### src/rtl/ascii_to_scancode_pkg.sv
// Shared PS/2 Set-2 scancode constants, transmit FSM states and sequencing helpers
// for the ASCII-to-scancode encoder (also consumed by the decode path).
package ascii_to_scancode_pkg;

  localparam logic [7:0] SC_BREAK  = 8'hF0;
  localparam logic [7:0] SC_LSHIFT = 8'h12;
  localparam logic [7:0] SC_RSHIFT = 8'h59;
  localparam logic [7:0] SC_CAPS   = 8'h58;
  localparam logic [7:0] SC_LANG   = 8'h0E;
  localparam logic [7:0] SC_ENTER  = 8'h5A;
  localparam logic [7:0] SC_BKSP   = 8'h66;

  typedef enum logic [3:0] {
    ST_IDLE,
    ST_LANG_MK,
    ST_LANG_F0,
    ST_LANG_BRK,
    ST_SHIFT_MK,
    ST_KEY_MK,
    ST_KEY_F0,
    ST_KEY_BRK,
    ST_SHIFT_F0,
    ST_SHIFT_BRK,
    ST_UNMAPPED,
    ST_GAP
  } state_e;

  typedef struct packed {
    logic [7:0] code;
    logic       push_down;
    logic       push_up;
  } emit_t;

  // Next byte-emitting state after cur, skipping language and shift wrappers when unused.
  function automatic state_e seq_next(input state_e cur, input logic lang_mis,
                                      input logic shift);
    case (cur)
      ST_IDLE:      return lang_mis ? ST_LANG_MK : (shift ? ST_SHIFT_MK : ST_KEY_MK);
      ST_LANG_MK:   return ST_LANG_F0;
      ST_LANG_F0:   return ST_LANG_BRK;
      ST_LANG_BRK:  return shift ? ST_SHIFT_MK : ST_KEY_MK;
      ST_SHIFT_MK:  return ST_KEY_MK;
      ST_KEY_MK:    return ST_KEY_F0;
      ST_KEY_F0:    return ST_KEY_BRK;
      ST_KEY_BRK:   return shift ? ST_SHIFT_F0 : ST_IDLE;
      ST_SHIFT_F0:  return ST_SHIFT_BRK;
      default:      return ST_IDLE;
    endcase
  endfunction

  function automatic emit_t state_byte(input state_e st, input logic [7:0] key);
    emit_t e;
    e = '0;
    case (st)
      ST_LANG_MK:   e = '{code: SC_LANG,   push_down: 1'b1, push_up: 1'b0};
      ST_LANG_BRK:  e = '{code: SC_LANG,   push_down: 1'b0, push_up: 1'b1};
      ST_SHIFT_MK:  e = '{code: SC_LSHIFT, push_down: 1'b1, push_up: 1'b0};
      ST_SHIFT_BRK: e = '{code: SC_LSHIFT, push_down: 1'b0, push_up: 1'b1};
      ST_KEY_MK:    e = '{code: key,       push_down: 1'b1, push_up: 1'b0};
      ST_KEY_BRK:   e = '{code: key,       push_down: 1'b0, push_up: 1'b1};
      ST_LANG_F0, ST_KEY_F0, ST_SHIFT_F0:
                    e = '{code: SC_BREAK,  push_down: 1'b0, push_up: 1'b0};
      default:      e = '0;
    endcase
    return e;
  endfunction

endpackage

### src/rtl/ascii_scancode_lut.sv
// Combinational US-layout ASCII to PS/2 Set-2 key lookup returning {mapped, shift, code}.
module ascii_scancode_lut
  import ascii_to_scancode_pkg::*;
(
  input  logic [7:0] ascii,
  output logic       mapped,
  output logic       shift,
  output logic [7:0] code
);

  logic       is_upper;
  logic [7:0] sel;

  // Upper-case letters reuse the lower-case table entry with shift set.
  assign is_upper = (ascii >= 8'h41) && (ascii <= 8'h5A);
  assign sel      = is_upper ? (ascii | 8'h20) : ascii;

  always_comb begin
    // NOTE: every output gets a default first so no path through the case infers a latch.
    mapped = 1'b1;
    shift  = is_upper;
    code   = 8'h00;
    case (sel)
      "a": code = 8'h1C;  "b": code = 8'h32;  "c": code = 8'h21;  "d": code = 8'h23;
      "e": code = 8'h24;  "f": code = 8'h2B;  "g": code = 8'h34;  "h": code = 8'h33;
      "i": code = 8'h43;  "j": code = 8'h3B;  "k": code = 8'h42;  "l": code = 8'h4B;
      "m": code = 8'h3A;  "n": code = 8'h31;  "o": code = 8'h44;  "p": code = 8'h4D;
      "q": code = 8'h15;  "r": code = 8'h2D;  "s": code = 8'h1B;  "t": code = 8'h2C;
      "u": code = 8'h3C;  "v": code = 8'h2A;  "w": code = 8'h1D;  "x": code = 8'h22;
      "y": code = 8'h35;  "z": code = 8'h1A;
      "1": code = 8'h16;  "2": code = 8'h1E;  "3": code = 8'h26;  "4": code = 8'h25;
      "5": code = 8'h2E;  "6": code = 8'h36;  "7": code = 8'h3D;  "8": code = 8'h3E;
      "9": code = 8'h46;  "0": code = 8'h45;
      "!": begin code = 8'h16; shift = 1'b1; end
      "@": begin code = 8'h1E; shift = 1'b1; end
      "#": begin code = 8'h26; shift = 1'b1; end
      "$": begin code = 8'h25; shift = 1'b1; end
      "%": begin code = 8'h2E; shift = 1'b1; end
      "^": begin code = 8'h36; shift = 1'b1; end
      "&": begin code = 8'h3D; shift = 1'b1; end
      "*": begin code = 8'h3E; shift = 1'b1; end
      "(": begin code = 8'h46; shift = 1'b1; end
      ")": begin code = 8'h45; shift = 1'b1; end
      8'h60: code = 8'h0E;
      "~": begin code = 8'h0E; shift = 1'b1; end
      "-": code = 8'h4E;
      "_": begin code = 8'h4E; shift = 1'b1; end
      "=": code = 8'h55;
      "+": begin code = 8'h55; shift = 1'b1; end
      "[": code = 8'h54;
      "{": begin code = 8'h54; shift = 1'b1; end
      "]": code = 8'h5B;
      "}": begin code = 8'h5B; shift = 1'b1; end
      "\\": code = 8'h5D;
      "|": begin code = 8'h5D; shift = 1'b1; end
      ";": code = 8'h4C;
      ":": begin code = 8'h4C; shift = 1'b1; end
      "'": code = 8'h52;
      "\"": begin code = 8'h52; shift = 1'b1; end
      ",": code = 8'h41;
      "<": begin code = 8'h41; shift = 1'b1; end
      ".": code = 8'h49;
      ">": begin code = 8'h49; shift = 1'b1; end
      "/": code = 8'h4A;
      "?": begin code = 8'h4A; shift = 1'b1; end
      " ":         code = 8'h29;
      8'h09:       code = 8'h0D;
      8'h0A, 8'h0D: code = SC_ENTER;
      8'h08:       code = SC_BKSP;
      default: begin
        mapped = 1'b0;
        shift  = 1'b0;
      end
    endcase
  end

endmodule

### src/rtl/ascii_to_scancode.sv
// Types one ASCII character per handshake as a PS/2 Set-2 make/break sequence.
// Define ASCII_TO_SCANCODE_GAP_EN to force GAP_CYCLES idle cycles after every byte.
module ascii_to_scancode
  import ascii_to_scancode_pkg::*;
#(
  parameter int unsigned GAP_CYCLES = 16
) (
  input  logic       clk,
  input  logic       rst_n,
  input  logic [7:0] in_ascii,
  input  logic       in_lang,
  input  logic       in_valid,
  output logic       in_ready,
  output logic [7:0] out_code,
  output logic       out_valid,
  input  logic       out_ready,
  output logic       out_push_down,
  output logic       out_push_up,
  output logic       lang_state,
  output logic       busy,
  output logic       err_unmapped
);

  logic       lut_mapped;
  logic       lut_shift;
  logic [7:0] lut_code;

  state_e     state;
  state_e     load_state;
  emit_t      load_byte;
  logic [7:0] key_code;
  logic       key_shift;
  logic       lang_mis;

`ifdef ASCII_TO_SCANCODE_GAP_EN
  localparam int unsigned GAP_W = (GAP_CYCLES > 1) ? $clog2(GAP_CYCLES) : 1;
  logic [GAP_W-1:0] gap_cnt;
  state_e           pending;
`endif

  ascii_scancode_lut u_lut (
    .ascii  (in_ascii),
    .mapped (lut_mapped),
    .shift  (lut_shift),
    .code   (lut_code)
  );

  // In IDLE the sequence is planned from the live LUT output so the first byte is ready at N+1.
  always_comb begin
    load_state = ST_IDLE;
    case (state)
      ST_IDLE: load_state = seq_next(ST_IDLE, in_lang != lang_state, lut_shift);
`ifdef ASCII_TO_SCANCODE_GAP_EN
      ST_GAP:  load_state = pending;
`endif
      default: load_state = seq_next(state, lang_mis, key_shift);
    endcase
    load_byte = state_byte(load_state, (state == ST_IDLE) ? lut_code : key_code);
  end

  assign in_ready = (state == ST_IDLE);
  assign busy     = (state != ST_IDLE);

  // NOTE: all state updates use non-blocking assignments so every register samples pre-edge values.
  always_ff @(posedge clk or negedge rst_n) begin
    if (!rst_n) begin
      state         <= ST_IDLE;
      out_valid     <= 1'b0;
      out_code      <= 8'h00;
      out_push_down <= 1'b0;
      out_push_up   <= 1'b0;
      lang_state    <= 1'b0;
      err_unmapped  <= 1'b0;
      key_code      <= 8'h00;
      key_shift     <= 1'b0;
      lang_mis      <= 1'b0;
`ifdef ASCII_TO_SCANCODE_GAP_EN
      gap_cnt       <= '0;
      pending       <= ST_IDLE;
`endif
    end else begin
      err_unmapped <= 1'b0;
      case (state)
        ST_IDLE: begin
          if (in_valid) begin
            key_code  <= lut_code;
            key_shift <= lut_shift;
            lang_mis  <= (in_lang != lang_state);
            if (lut_mapped) begin
              state     <= load_state;
              out_valid <= 1'b1;
              {out_code, out_push_down, out_push_up} <= load_byte;
            end else begin
              state        <= ST_UNMAPPED;
              err_unmapped <= 1'b1;
            end
          end
        end

        ST_UNMAPPED: state <= ST_IDLE;

`ifdef ASCII_TO_SCANCODE_GAP_EN
        ST_GAP: begin
          if (gap_cnt == '0) begin
            state     <= pending;
            out_valid <= (pending != ST_IDLE);
            {out_code, out_push_down, out_push_up} <= load_byte;
          end else begin
            gap_cnt <= gap_cnt - 1'b1;
          end
        end
`endif

        default: begin
          if (out_valid && out_ready) begin
            if (state == ST_LANG_BRK) lang_state <= ~lang_state;
`ifdef ASCII_TO_SCANCODE_GAP_EN
            state     <= ST_GAP;
            pending   <= load_state;
            gap_cnt   <= GAP_W'(GAP_CYCLES - 1);
            out_valid <= 1'b0;
            {out_code, out_push_down, out_push_up} <= '0;
`else
            state     <= load_state;
            out_valid <= (load_state != ST_IDLE);
            {out_code, out_push_down, out_push_up} <= load_byte;
`endif
          end
        end
      endcase
    end
  end

endmodule

### config.mk
export PLATFORM = sky130hd
export DESIGN_NAME = ascii_to_scancode
export DESIGN_NICKNAME = d
export VERILOG_FILES = /design/src/rtl/ascii_to_scancode_pkg.sv /design/src/rtl/ascii_scancode_lut.sv /design/src/rtl/ascii_to_scancode.sv
export SDC_FILE = /design/constraint.sdc
export NUM_CORES = 1
export LEC_CHECK = 0
export ABC_CLOCK_PERIOD_IN_PS = 4200
export CAP_MARGIN = 20
export CORE_ASPECT_RATIO = 1.25
export CORE_UTILIZATION = 35
export DETAILED_ROUTE_END_ITERATION = 8
export PLACE_DENSITY_LB_ADDON = 0.25
export SYNTH_ARGS = -nofsm -noshare
export SYNTH_HDL_FRONTEND = slang
export SYNTH_SLANG_ARGS = --single-unit
export TNS_END_PERCENT = 30
### constraint.sdc
create_clock -name clk -period 4.2 [get_ports clk]
set_input_delay 0.84 -clock clk [delete_from_list [all_inputs] [get_ports clk]]
set_output_delay 0.84 -clock clk [all_outputs]
set_load 0.05 [all_outputs]
After elaboration in Yosys (flattened, before gate mapping)
Index checks and enable logic that the tools add are counted.
Widths: inputs -> output; s select.
- logic and storage cells: 181
- flip-flop bits (word level): 26
- input bits: 13
- output and inout port bits: 15
- equal/unequal tests: 94
- muxes and demuxes: 35
- order comparisons: 2
- reductions and logical operators: 38
- bitwise logic cells: 3
- operators with widths (kind ; number):
    $pmux 7 s51 ; 1
    $eq 8x7->1 const B ; 37
    $eq 8x6->1 const B ; 32
    $reduce_or 73->1 ; 1
    $pmux 10 s7 ; 1
    $reduce_or 52->1 ; 1
    $reduce_or 2->1 ; 23
    $eq 4x3->1 const B ; 8
    $eq 8x4->1 const B ; 4
    $mux 8 ; 4
    $pmux 4 s8 ; 1
    $reduce_or 21->1 ; 1
    $mux 4 ; 5
    $eq 4x2->1 const B ; 4
    $eq 4x4->1 const B ; 4
    $pmux 8 s2 ; 1
    $mux 1 ; 15
    $eq 4x1->1 const B ; 2
    $ge 8x7->1 const B ; 1
    $le 8x7->1 const B ; 1
    $pmux 1 s2 ; 4
    $pmux 4 s2 ; 1
    $reduce_bool 4->1 ; 2
    $mux 6 ; 1
    other kinds (13) ; 17

Longest topological paths before layout
Gate-level depths: netlist of the first run.
- depth in word-level cells: 15
- mapped depth: 11
- depth with buffers taken out: 8

Modules after synthesis
From an unflattened synthesis of the first run, not the netlist that was laid out.
- cell total of the unflattened synthesis: 381
- area total of the unflattened synthesis: 3007.9 µm²
- by module, submodules not included (module ; cells an instance ; instances ; area an instance (µm²)):
    ascii_scancode_lut ; 230 ; 1 ; 1516.5
    ascii_to_scancode ; 151 ; 1 ; 1491.4

Worst setup path after synthesis of the first run
No wires, ideal clock.
- kind: input-to-reg
- start point: input port in_ascii[4]
- end point: register out_push_down
- stages on the path: 9
- data arrival time: 2885 ps
- setup slack: 1190 ps
- path buffers: 2
- setup time: 125 ps
- cells stage by stage: buf_6 or4b_4 a2111oi_4 a311o_2 nand4bb_4 o31ai_4 a21boi_4 buf_6 mux2_4
- word-level cells in the longest chain between the ends: 15
- elaborated cells between the ends (all ways): 102
- classes of those cells: order compare (2); eq/ne (83); mux (11); reduce/logical (6)
- ends and longest elaborated chain (item ; line ; RTL):
    start: declaration ; ascii_to_scancode.sv:10 ; input logic [7:0] in_ascii,
    $ge 8x7->1 / $le 8x7->1 (equally long branches) ; ascii_scancode_lut.sv:15 ; assign is_upper = (ascii >= 8'h41) && (ascii <= 8'h5A);
    $logic_and 1x1->1 ; ascii_scancode_lut.sv:15 ;
    $mux 6 ; ascii_scancode_lut.sv:16 ; assign sel = is_upper ? (ascii | 8'h20) : ascii;
    $eq 8x7->1 (tied with other cells) ; ascii_scancode_lut.sv:23 ; case (sel)
    $reduce_or 52->1 (no line) / $reduce_or 21->1 (equally long branches) ; - ;
    $pmux 1 s2 ; ascii_scancode_lut.sv:23 ;
    $mux 1 ; ascii_to_scancode_pkg.sv:38 ; ST_IDLE: return lang_mis ? ST_LANG_MK : (shift ? ST_SHIFT_MK : ST_KEY_MK);
    $mux 3 ; ascii_to_scancode_pkg.sv:38 ;
    $mux 4 ; ascii_to_scancode.sv:51 ; case (state)
    $eq 4x2->1 (tied with other cells) ; ascii_to_scancode_pkg.sv:54 ; case (st)
    $reduce_or 3->1 ; ascii_to_scancode_pkg.sv:54 ;
    $pmux 10 s7 ; ascii_to_scancode_pkg.sv:54 ;
    $mux 1 ; ascii_to_scancode.sv:89 ; if (lut_mapped) begin
    $mux 1 ; ascii_to_scancode.sv:85 ; if (in_valid) begin
    $pmux 1 s2 ; ascii_to_scancode.sv:83 ; case (state)
    end signal: assignment ; ascii_to_scancode.sv:92 ; {out_code, out_push_down, out_push_up} <= load_byte;
    end signal: assignment ; ascii_to_scancode.sv:126 ; {out_code, out_push_down, out_push_up} <= load_byte;
    end: declaration ; ascii_to_scancode.sv:17 ; output logic out_push_down,
Parallel ways exist; a longest one is shown, timed or not. The select of a mux whose other input is x is not followed.
A chain may end at the register's enable or synchronous reset.

Final worst setup path of the first run
- start point: input port in_ascii[3]
- end point: register out_push_up
- word-level cells in the longest chain between the ends: 15
- elaborated cells between the ends (all ways): 102
- classes of those cells: order compare (2); eq/ne (83); mux (11); reduce/logical (6)
- ends and longest elaborated chain (item ; line ; RTL):
    $ge 8x7->1 / $le 8x7->1 (equally long branches) ; ascii_scancode_lut.sv:15 ;
    $logic_and 1x1->1 ; ascii_scancode_lut.sv:15 ;
    $mux 6 ; ascii_scancode_lut.sv:16 ;
    $eq 8x7->1 (tied with other cells) ; ascii_scancode_lut.sv:23 ;
    $reduce_or 52->1 (no line) / $reduce_or 21->1 (equally long branches) ; - ;
    $pmux 1 s2 ; ascii_scancode_lut.sv:23 ;
    $mux 1 ; ascii_to_scancode_pkg.sv:38 ;
    $mux 3 ; ascii_to_scancode_pkg.sv:38 ;
    $mux 4 ; ascii_to_scancode.sv:51 ;
    $eq 4x2->1 (tied with other cells) ; ascii_to_scancode_pkg.sv:54 ;
    $reduce_or 3->1 ; ascii_to_scancode_pkg.sv:54 ;
    $pmux 10 s7 ; ascii_to_scancode_pkg.sv:54 ;
    $mux 1 ; ascii_to_scancode.sv:89 ;
    $mux 1 ; ascii_to_scancode.sv:85 ;
    $pmux 1 s2 ; ascii_to_scancode.sv:83 ;
    end signal: assignment ; ascii_to_scancode.sv:92 ;
    end signal: assignment ; ascii_to_scancode.sv:126 ;
    end: declaration ; ascii_to_scancode.sv:18 ; output logic out_push_up,
Parallel ways exist; a longest one is shown, timed or not. The select of a mux whose other input is x is not followed.

==> qor.yml, run 1 <==
yosys:
  synth_area_sq_um: 3120
  syn_nets: 399
  yosysWarnings: 0
  syn_area_per_cell_sq_um: 8.08
  ys_types: 79
  ys_seq_area_share_pct: 20.1
  ys.flop_type: "dfrtp_1"
  synth.area.top_cells: "dfrtp_1, nor2_1, nand2_1, buf_6, mux2i_1"
  ys_async_sr_fraction_pct: 100
  synth_top_cell_by_area: "dfrtp_1"
  synth_enable_flop_cells: 0
  yosysTopAreaCellShare_pct: 20.1
  postSynthCellCount: 386
  synth_seq_cells: 25
timing:
  finalSetupTns_ps: 0
  slew_headroom_pct: 52.5
  post-route-min-period_ps: 3560
  worst_slew_pin_slew_ps: 703
  finalSetupViolations: 0
  clock.fmax_mhz: 281
  slew_viol_final: 0
  worst_slack_ps: 641
  worst_hold_slack_ps: 489
  post-route-period-util_pct: 84.7
  rsz0062_at_grt: "no"
  finalClockSkew_ps: 2.49
  hold_viol_final: 0
critical_path:
  critPathSlowestCell: "clkdlybuf4s50_1"
  critical_path.max_stage_delay_ps: 590
  setup.worst_path.class: "in2reg"
  cp_max_fo: 16
  cp-end-kind: "flip-flop"
  arrival_ps: 3730
  crit_top_cell: "buf_4"
  reg2reg_setup_slack_ps: 1280
  worstPathCellList: "clkdlybuf4s50_1, buf_4, buf_4, nand2b_1, nor3_1, a311oi_1, o21ai_2, o31ai_4, a21boi_4, mux2_4"
  worstPathRequired_ps: 4370
  startpoint_type: "input pin"
clock_network:
  clk_latency_ps: 280
  clkSinkCount: 25
  post_cts_buffers: 0
  cts_tree: "built"
  cts-root-buf: "clkbuf_8"
  h-tree-depth: 1
  path_clk_slew_ps: 90
  hold_buffers: 0
  clockBufferDepth: 2
  cts_resized: 0
  cts_buffers: 3
layout:
  area_delta_synth_final_pct: 14.0
  nNetsFinal: 415
  fin_cells: 521
  layout.area.seq_sq_um: 626
  multi_input_area_sq_um: 2180
  layout_commonest_cell: "nor2_1"
  diodes: 0
  drive_gt1_share_pct: 15.0
  num-fill-cells: 922
  final_cell_mix: "nor2_1, nand2_1, clkdlybuf4s50_1"
power:
  intPower_uw: 836
  ir_drop_mv: 0.169
  seq_power_share_pct: 26.3
  powerDensity_nw_per_um2: 475
  swShare_pct: 50.5
  power_frac_comb_pct: 64.9
  p_total_uw: 1690
  p_switching_uw: 853
  p_leak_uw: 0.00137
  clkPwrFrac_pct: 8.8
placement:
  dp_hpwl_microns: 7730
  dp_cells: 517
  io_buffer_count: 27
  gp_congestion: 1.05
  preCtsSetupSlack_ps: 424
drt:
  ant_nets: 0
  finalWirelength_microns: 10200
  vias_per_cell: 6.16
  drt-initial-drc-count: 239
  wire_per_inst_microns: 19.6
  dr.pass1.iters: 5
  drc: 0
  num_vias: 3207
floorplanning:
  die_w_microns: 86.4
  rows: 38
  die_height_microns: 108
  ioPinCount: 28
  coreArea_sq_um: 8650
  die_area_sq_um: 9290
  start_util_pct: 36.0
min_path:
  hp-class: "reg2reg"
run_status:
  status: "finished, final reports clean"
job:
  maxCapViolCount: 0
global_routing:
  grt_overflow: 0
  grt_pass1_vias: 2998
  grt_pass1_wl_microns: 16100
  grt_util_all_layers_pct: 22.6
  grt_antenna_before_repair: 0
  grt_max_degree: 45
## cell type report
class                      count  area share (%)
multi-input combinational    307            61.3
sequential                    25            17.6
timing repair buffer          48            13.8
tap                          120            4.22
inverter                      17            1.79
clock buffer                   3            1.16
clock inverter                 1           0.141
## critical path, delay by kind of cell
family / cells / cell delay, ps
AO/OA/AOI/OAI: 4 / 1180
buffers and inverters: 3 / 1080
multiplexers: 1 / 310
AND/OR/NAND/NOR: 2 / 290
## final timing paths
path                                         startpoint                      end  cells after the start
worst min register to register  key_code[5]$_DFFE_PN0P_  key_code[5]$_DFFE_PN0P_                      2
worst min-delay path            key_code[5]$_DFFE_PN0P_  key_code[5]$_DFFE_PN0P_                      2
max in group asynchronous                         rst_n  out_code[5]$_DFFE_PN0P_                      2
worst max-delay path                        in_ascii[3]  out_push_up$_DFFE_PN0P_                     10
min in group asynchronous                         rst_n   lang_state$_DFFE_PN0P_                      2
worst max register to register     state[0]$_DFFE_PN0P_  out_code[2]$_DFFE_PN0P_                      8
## power groups by stage
stage               Clock, uW  Combinational (uW)  Sequential, uW
floorplan                   0                 674             574
global placement            0                1090             448
detailed placement          0                1090             452
CTS                       150                1100             448
global route              160                1190             464
finish                    148                1100             444
## flip-flops by register name, summed over array words and instances, names as in the netlist
name and cells:
err_unmapped 1, key_code 7, key_shift 1, lang_state 1, out_code 8, out_push_down 1
out_push_up 1, out_valid 1, state 4
## per-layer routing
layer / vias up / global-route usage [%] / wire (microns) / share of wire (%)
met5: - / 0 / 0 / 0
met2: 153 / 38.3 / 5000 / 49
met1: 1510 / 26.9 / 3900 / 38
li1: 1502 / - / - / -
met3: 42 / 2.30 / 662 / 6.5
met4: 0 / 14.8 / 653 / 6.4
## cell usage after synthesis (all sizes together) (5+ instances only)
cell type / n
or3b: 5
clkbuf: 8
a221oi: 5
nand2: 29
dfrtp: 25
buf: 29
o22ai: 6
nor2: 33
nand3: 11
or4b: 5
a211o: 5
a2111oi: 6
a31oi: 7
mux2: 5
a21oi: 15
nand2b: 12
o2bb2ai: 6
nor4: 7
o21ai: 16
inv: 17
mux2i: 8
nand3b: 6
a211oi: 7
nor3: 18
## cell families after synthesis
| family | after synthesis | share of synthesized area, % |
|---|---|---|
| simple gates | 169 | 33.0 |
| buf+inv | 54 | 10.0 |
| flops | 25 | 20.1 |
| compound gates | 117 | 30.0 |
| mux | 13 | 4.61 |
| xor+xnor | 8 | 2.25 |
## metrics by stage
| step | utilization, % | cell area, sq um |
|---|---|---|
| 2_1_floorplan | - | 3120 |
| 3_3_place_gp | 40.6 | 3510 |
| 3_5_place_dp | 40.6 | 3510 |
| 4_1_cts | 41.1 | 3560 |
| 5_1_grt | 41.1 | 3560 |
| 6_report | 41.1 | 3560 |
Power figures use the tool's default switching activity.
==> run 2, diff against run 1 <==
--- a/config.mk
+++ b/config.mk
@@ -5,7 +5,7 @@
 export SDC_FILE = /design/constraint.sdc
 export NUM_CORES = 1
 export LEC_CHECK = 0
-export ABC_CLOCK_PERIOD_IN_PS = 4200
+export ABC_CLOCK_PERIOD_IN_PS = 3620
 export CAP_MARGIN = 20
 export CORE_ASPECT_RATIO = 1.25
 export CORE_UTILIZATION = 35
==> constraint.sdc (replaced) <==
create_clock -name clk -period 3.62 [get_ports clk]
set_input_delay 0.724 -clock clk [delete_from_list [all_inputs] [get_ports clk]]
set_output_delay 0.724 -clock clk [all_outputs]
set_load 0.05 [all_outputs]
==> run 2 against run 1 <==
  * Sequential power grew 15%
  * Worst setup slack lost 290 ps
  * Via count grew 2.1%
  * Clock skew is essentially flat
  * Global-route usage shrank 0.16 points
  * Final cell count grew 5.6%
  * Design area grew 6.2%
  * Critical endpoint is now out_code[3]$_DFFE_PN0P_
  * Largest cell class unchanged
  * Largest power group unchanged
  * Highest routed layer unchanged
==> qor.yml, run 2 (synthesis results as in run 1) <==
critical_path:
  cp_top_family: "simple AND/OR/NAND/NOR gates"
  cp_max_fo: 9
  critical_path.max_stage_delay_ps: 710
  worst-path-buf-inv: 1
  cp-end-kind: "flip-flop"
  critPathSlowestCell: "or4b_2"
  startpoint_type: "input pin"
  worstPathCellList: "clkdlybuf4s50_1, or4b_2, a2111oi_2, nor3_2, nand4_2, o31ai_4, a21boi_4, mux2_2"
  setup.worst_path.class: "in2reg"
  worstPathRequired_ps: 3790
  reg2reg_setup_slack_ps: 1040
  arrival_ps: 3440
clock_network:
  cts_tree: "built"
  clockBufferDepth: 2
  hold_buffers: 0
  clk_latency_ps: 280
  cts_resized: 0
  path_clk_slew_ps: 90
  cts-root-buf: "clkbuf_8"
  post_cts_buffers: 0
  h-tree-depth: 1
  cts_buffers: 3
  clkSinkCount: 25
floorplanning:
  coreArea_sq_um: 8650
  ioPinCount: 28
  die_height_microns: 108
  die_area_sq_um: 9290
  die_w_microns: 86.4
  rows: 38
  start_util_pct: 36.0
layout:
  nNetsFinal: 444
  regMostFlops: "out_code"
  post-route-util_pct: 43.6
  multi_input_area_sq_um: 2180
  fin_cells: 550
  largest_reg_flops: 8
  layout_commonest_cell: "buf_4"
  layout.area.seq_sq_um: 626
  num-fill-cells: 894
  final_cell_mix: "buf_4, nor2_1, nand2_1"
  largestRegisters: "out_code: 8 flops, key_code: 7 flops, state: 4 flops"
  diodes: 0
  drive_gt1_share_pct: 20.7
  area_delta_synth_final_pct: 21.1
  final_area_sq_um: 3780
timing:
  finalSetupViolations: 0
  clock.fmax_mhz: 306
  hold_viol_final: 0
  finalSetupTns_ps: 0
  post-route-period-util_pct: 90.3
  finalClockSkew_ps: 2.93
  slew_viol_final: 0
  worst_hold_slack_ps: 484
  worst_slew_pin_slew_ps: 662
  rsz0062_at_grt: "no"
  post-route-min-period_ps: 3270
  slew_headroom_pct: 55.3
min_path:
  hp-class: "reg2reg"
placement:
  io_buffer_count: 27
  placed_cell_area_sq_um: 3730
  gp_congestion: 1.02
  dp_cells: 546
  dp_hpwl_microns: 8050
drt:
  vias_per_cell: 5.95
  dr.pass1.iters: 5
  drc: 0
  wire_per_inst_microns: 18.5
  ant_nets: 0
  drt-initial-drc-count: 213
  finalWirelength_microns: 10200
  num_vias: 3275
power:
  powerDensity_nw_per_um2: 530
  intPower_uw: 1000
  power_frac_comb_pct: 65.7
  seq_power_share_pct: 25.6
  p_switching_uw: 996
  ir_drop_mv: 0.232
  p_leak_uw: 0.00151
  clkPwrFrac_pct: 8.7
  swShare_pct: 49.8
job:
  maxCapViolCount: 0
global_routing:
  grt_max_degree: 44
  grt_antenna_before_repair: 0
  grt_overflow: 0
  grt_util_all_layers_pct: 22.5
  grt_pass1_vias: 3099
  grt_pass1_wl_microns: 16100
run_status:
  status: "finished, final reports clean"
-- run 2: area by class of cell --
| cell class | count | share of cell area (%) |
|---|---|---|
| tap | 120 | 3.98 |
| clock buffer | 3 | 1.09 |
| sequential | 25 | 16.6 |
| inverter | 17 | 1.69 |
| multi-input combinational | 307 | 57.7 |
| timing repair buffer | 77 | 18.8 |
| clock inverter | 1 | 0.199 |
-- run 2: layer usage --
metal / GRT usage (%) / part of all wire (%) / vias up
li1: - / - / 1565
met1: 26.3 / 41 / 1522
met2: 39.7 / 50 / 150
met3: 1.61 / 4.6 / 38
met4: 13.2 / 5.1 / 0
met5: 0 / 0 / -
-- run 2: worst paths after layout --
kind | startpoint | endpoint | cells past startpoint
max | in_ascii[3] | out_code[3]$_DFFE_PN0P_ | 8
min | key_code[5]$_DFFE_PN0P_ | key_code[5]$_DFFE_PN0P_ | 2
max reg2reg | state[0]$_DFFE_PN0P_ | out_code[3]$_DFFE_PN0P_ | 9
min reg2reg | key_code[5]$_DFFE_PN0P_ | key_code[5]$_DFFE_PN0P_ | 2
max in group asynchronous | rst_n | key_code[3]$_DFFE_PN0P_ | 2
min in group asynchronous | rst_n | lang_state$_DFFE_PN0P_ | 2
-- run 2: per-stage QoR --
stage	total power, uW	setup slack [ps]
global placement	1820	94.2
finish	2000	353
detailed placement	1830	69.9
CTS	2010	365
floorplan	1450	726
global route	2140	235
-- run 2: tightest hold or removal path, delay by kind of cell (launching register included) --
kind             cells  cell delay [ps]
DFF                  1              350
and+or+nand+nor      2              110
-- run 2: power by group through the flow --
stage	Clock (uW)	Combinational, uW	Sequential (uW)
finish	175	1310	511
global route	184	1420	531
CTS	180	1320	514
detailed placement	0	1310	520
global placement	0	1300	519
floorplan	0	782	666
==> run 3, diff against run 2 <==
--- a/config.mk
+++ b/config.mk
@@ -9,6 +9,7 @@
 export CAP_MARGIN = 20
 export CORE_ASPECT_RATIO = 1.25
 export CORE_UTILIZATION = 35
+export CTS_BUF_LIST = sky130_fd_sc_hd__clkbuf_16
 export DETAILED_ROUTE_END_ITERATION = 8
 export PLACE_DENSITY_LB_ADDON = 0.25
 export SYNTH_ARGS = -nofsm -noshare
==> run 3 against run 2 <==
  * First-iteration DRC count stayed put
  * Power is 3.9% higher
  * Final cell count stayed put
  * Core utilization is 0.39 points higher
  * Clock-buffer cell count stayed put
  * Global-route usage hardly changed
  * Worst setup slack worse by 13 ps
  * Critical endpoint unchanged
  * Largest cell class unchanged
==> qor.yml, run 3 (synthesis results as in run 1) <==
global_routing:
  grt_pass1_wl_microns: 16100
  grt_antenna_before_repair: 0
  grt_util_all_layers_pct: 22.4
  grt_overflow: 0
  grt_pass1_vias: 3097
  grt_max_degree: 44
layout:
  largestRegisters: "out_code: 8 flops, key_code: 7 flops, state: 4 flops"
  area_delta_synth_final_pct: 22.2
  final_area_sq_um: 3810
  largest_reg_flops: 8
  nNetsFinal: 444
  layout_commonest_cell: "buf_4"
  drive_gt1_share_pct: 20.7
  diodes: 0
  regMostFlops: "out_code"
  fin_cells: 550
  final_cell_mix: "buf_4, nor2_1, nand2_1"
timing:
  slew_viol_final: 0
  finalSetupTns_ps: 0
  finalClockSkew_ps: 2.46
  finalSetupViolations: 0
  post-route-period-util_pct: 90.6
  clock.fmax_mhz: 305
  post-route-min-period_ps: 3280
  hold_viol_final: 0
  worst_slack_ps: 340
  worst_hold_slack_ps: 479
  worst_slew_pin_slew_ps: 669
  slew_headroom_pct: 54.8
  rsz0062_at_grt: "no"
floorplanning:
  coreArea_sq_um: 8650
  die_area_sq_um: 9290
  start_util_pct: 36.0
  die_height_microns: 108
  ioPinCount: 28
  die_w_microns: 86.4
  rows: 38
drt:
  vias_per_cell: 5.95
  wire_per_inst_microns: 18.6
  drc: 0
  wl_met1_microns: 4070
  dr_wl_met3_microns: 592
  dr.max_layer_used: "met4"
  met2_length_microns: 5090
  drt-initial-drc-count: 213
  num_vias: 3270
  dr.pass1.iters: 5
  finalWirelength_microns: 10200
  ant_nets: 0
power:
  powerDensity_nw_per_um2: 545
  ir_drop_mv: 0.256
  p_leak_uw: 0.00152
critical_path:
  startpoint_type: "input pin"
  cp_max_fo: 9
  arrival_ps: 3430
  setup.worst_path.class: "in2reg"
  cp-end-kind: "flip-flop"
  worstPathRequired_ps: 3770
clock_network:
  cts-root-buf: "clkbuf_16"
  clk_latency_ps: 260
  clockBufferDepth: 2
  cts_buffers: 3
  hold_buffers: 0
  h-tree-depth: 1
  post_cts_buffers: 0
  path_clk_slew_ps: 70
  cts_resized: 0
  clkSinkCount: 25
  cts_tree: "built"
placement:
  dp_cells: 546
  gp_congestion: 1.02
  dp_hpwl_microns: 8050
  placed_cell_area_sq_um: 3730
  preCtsSetupSlack_ps: 69.9
  io_buffer_count: 27
job:
  maxCapViolCount: 0
run_status:
  status: "finished, final reports clean"
min_path:
  hp-class: "reg2reg"
==> run 3: cell count changes in the layout (fill, tap and decap cells not counted) <==
| cell | delta |
|---|---|
| clkbuf_8 | -3 |
| clkbuf_16 | +3 |
==> run 3: area by class of cell <==
class,count,area [sq um]
Tap cell,120,150
Multi-Input combinational cell,307,2180
Inverter,17,63.8
Sequential cell,25,626
Clock buffer,3,75.1
Clock inverter,1,7.51
Timing Repair Buffer,77,708
Fill cell,889,4840
==> run 3: final timing paths <==
path | to | cells after the start | slack, ps | from
worst max-delay path | out_code[3]$_DFFE_PN0P_ | 8 | 340 | in_ascii[3]
worst min-delay path | key_code[5]$_DFFE_PN0P_ | 2 | 480 | key_code[5]$_DFFE_PN0P_
worst max register to register | out_code[3]$_DFFE_PN0P_ | 9 | 1030 | state[0]$_DFFE_PN0P_
worst min register to register | key_code[5]$_DFFE_PN0P_ | 2 | 480 | key_code[5]$_DFFE_PN0P_
max in group asynchronous | key_code[3]$_DFFE_PN0P_ | 2 | 2550 | rst_n
min in group asynchronous | lang_state$_DFFE_PN0P_ | 2 | 820 | rst_n
==> run 3: power by group <==
group / leakage, uW / total, uW / internal [uW] / switching, uW
Clock: 0.0000371 / 253 / 150 / 103
Combinational: 0.00116 / 1310 / 525 / 786
Sequential: 0.000319 / 513 / 402 / 112
Total: 0.00152 / 2080 / 1080 / 1000
==> run 3: critical path: stages <==
cell and delay [ps]:
clkdlybuf4s50_1 500, or4b_2 710, a2111oi_2 420, nor3_2 140
nand4_2 150, o31ai_4 110, a21boi_4 310, mux2_2 370
==> run 3: per-stage QoR <==
step | utilization, % | total power, uW
after floorplan | - | 1450
after global placement | 43.1 | 1820
after detailed placement | 43.1 | 1830
after CTS | 44.0 | 2090
after global routing | 44.0 | 2220
final | 44.0 | 2080
==> run 3: routing by layer <==
| metal | track usage, % | vias to the layer above |
|---|---|---|
| li1 | - | 1566 |
| met1 | 26.3 | 1507 |
| met2 | 39.7 | 162 |
| met3 | 1.69 | 35 |
| met4 | 13.1 | 0 |
| met5 | 0 | - |
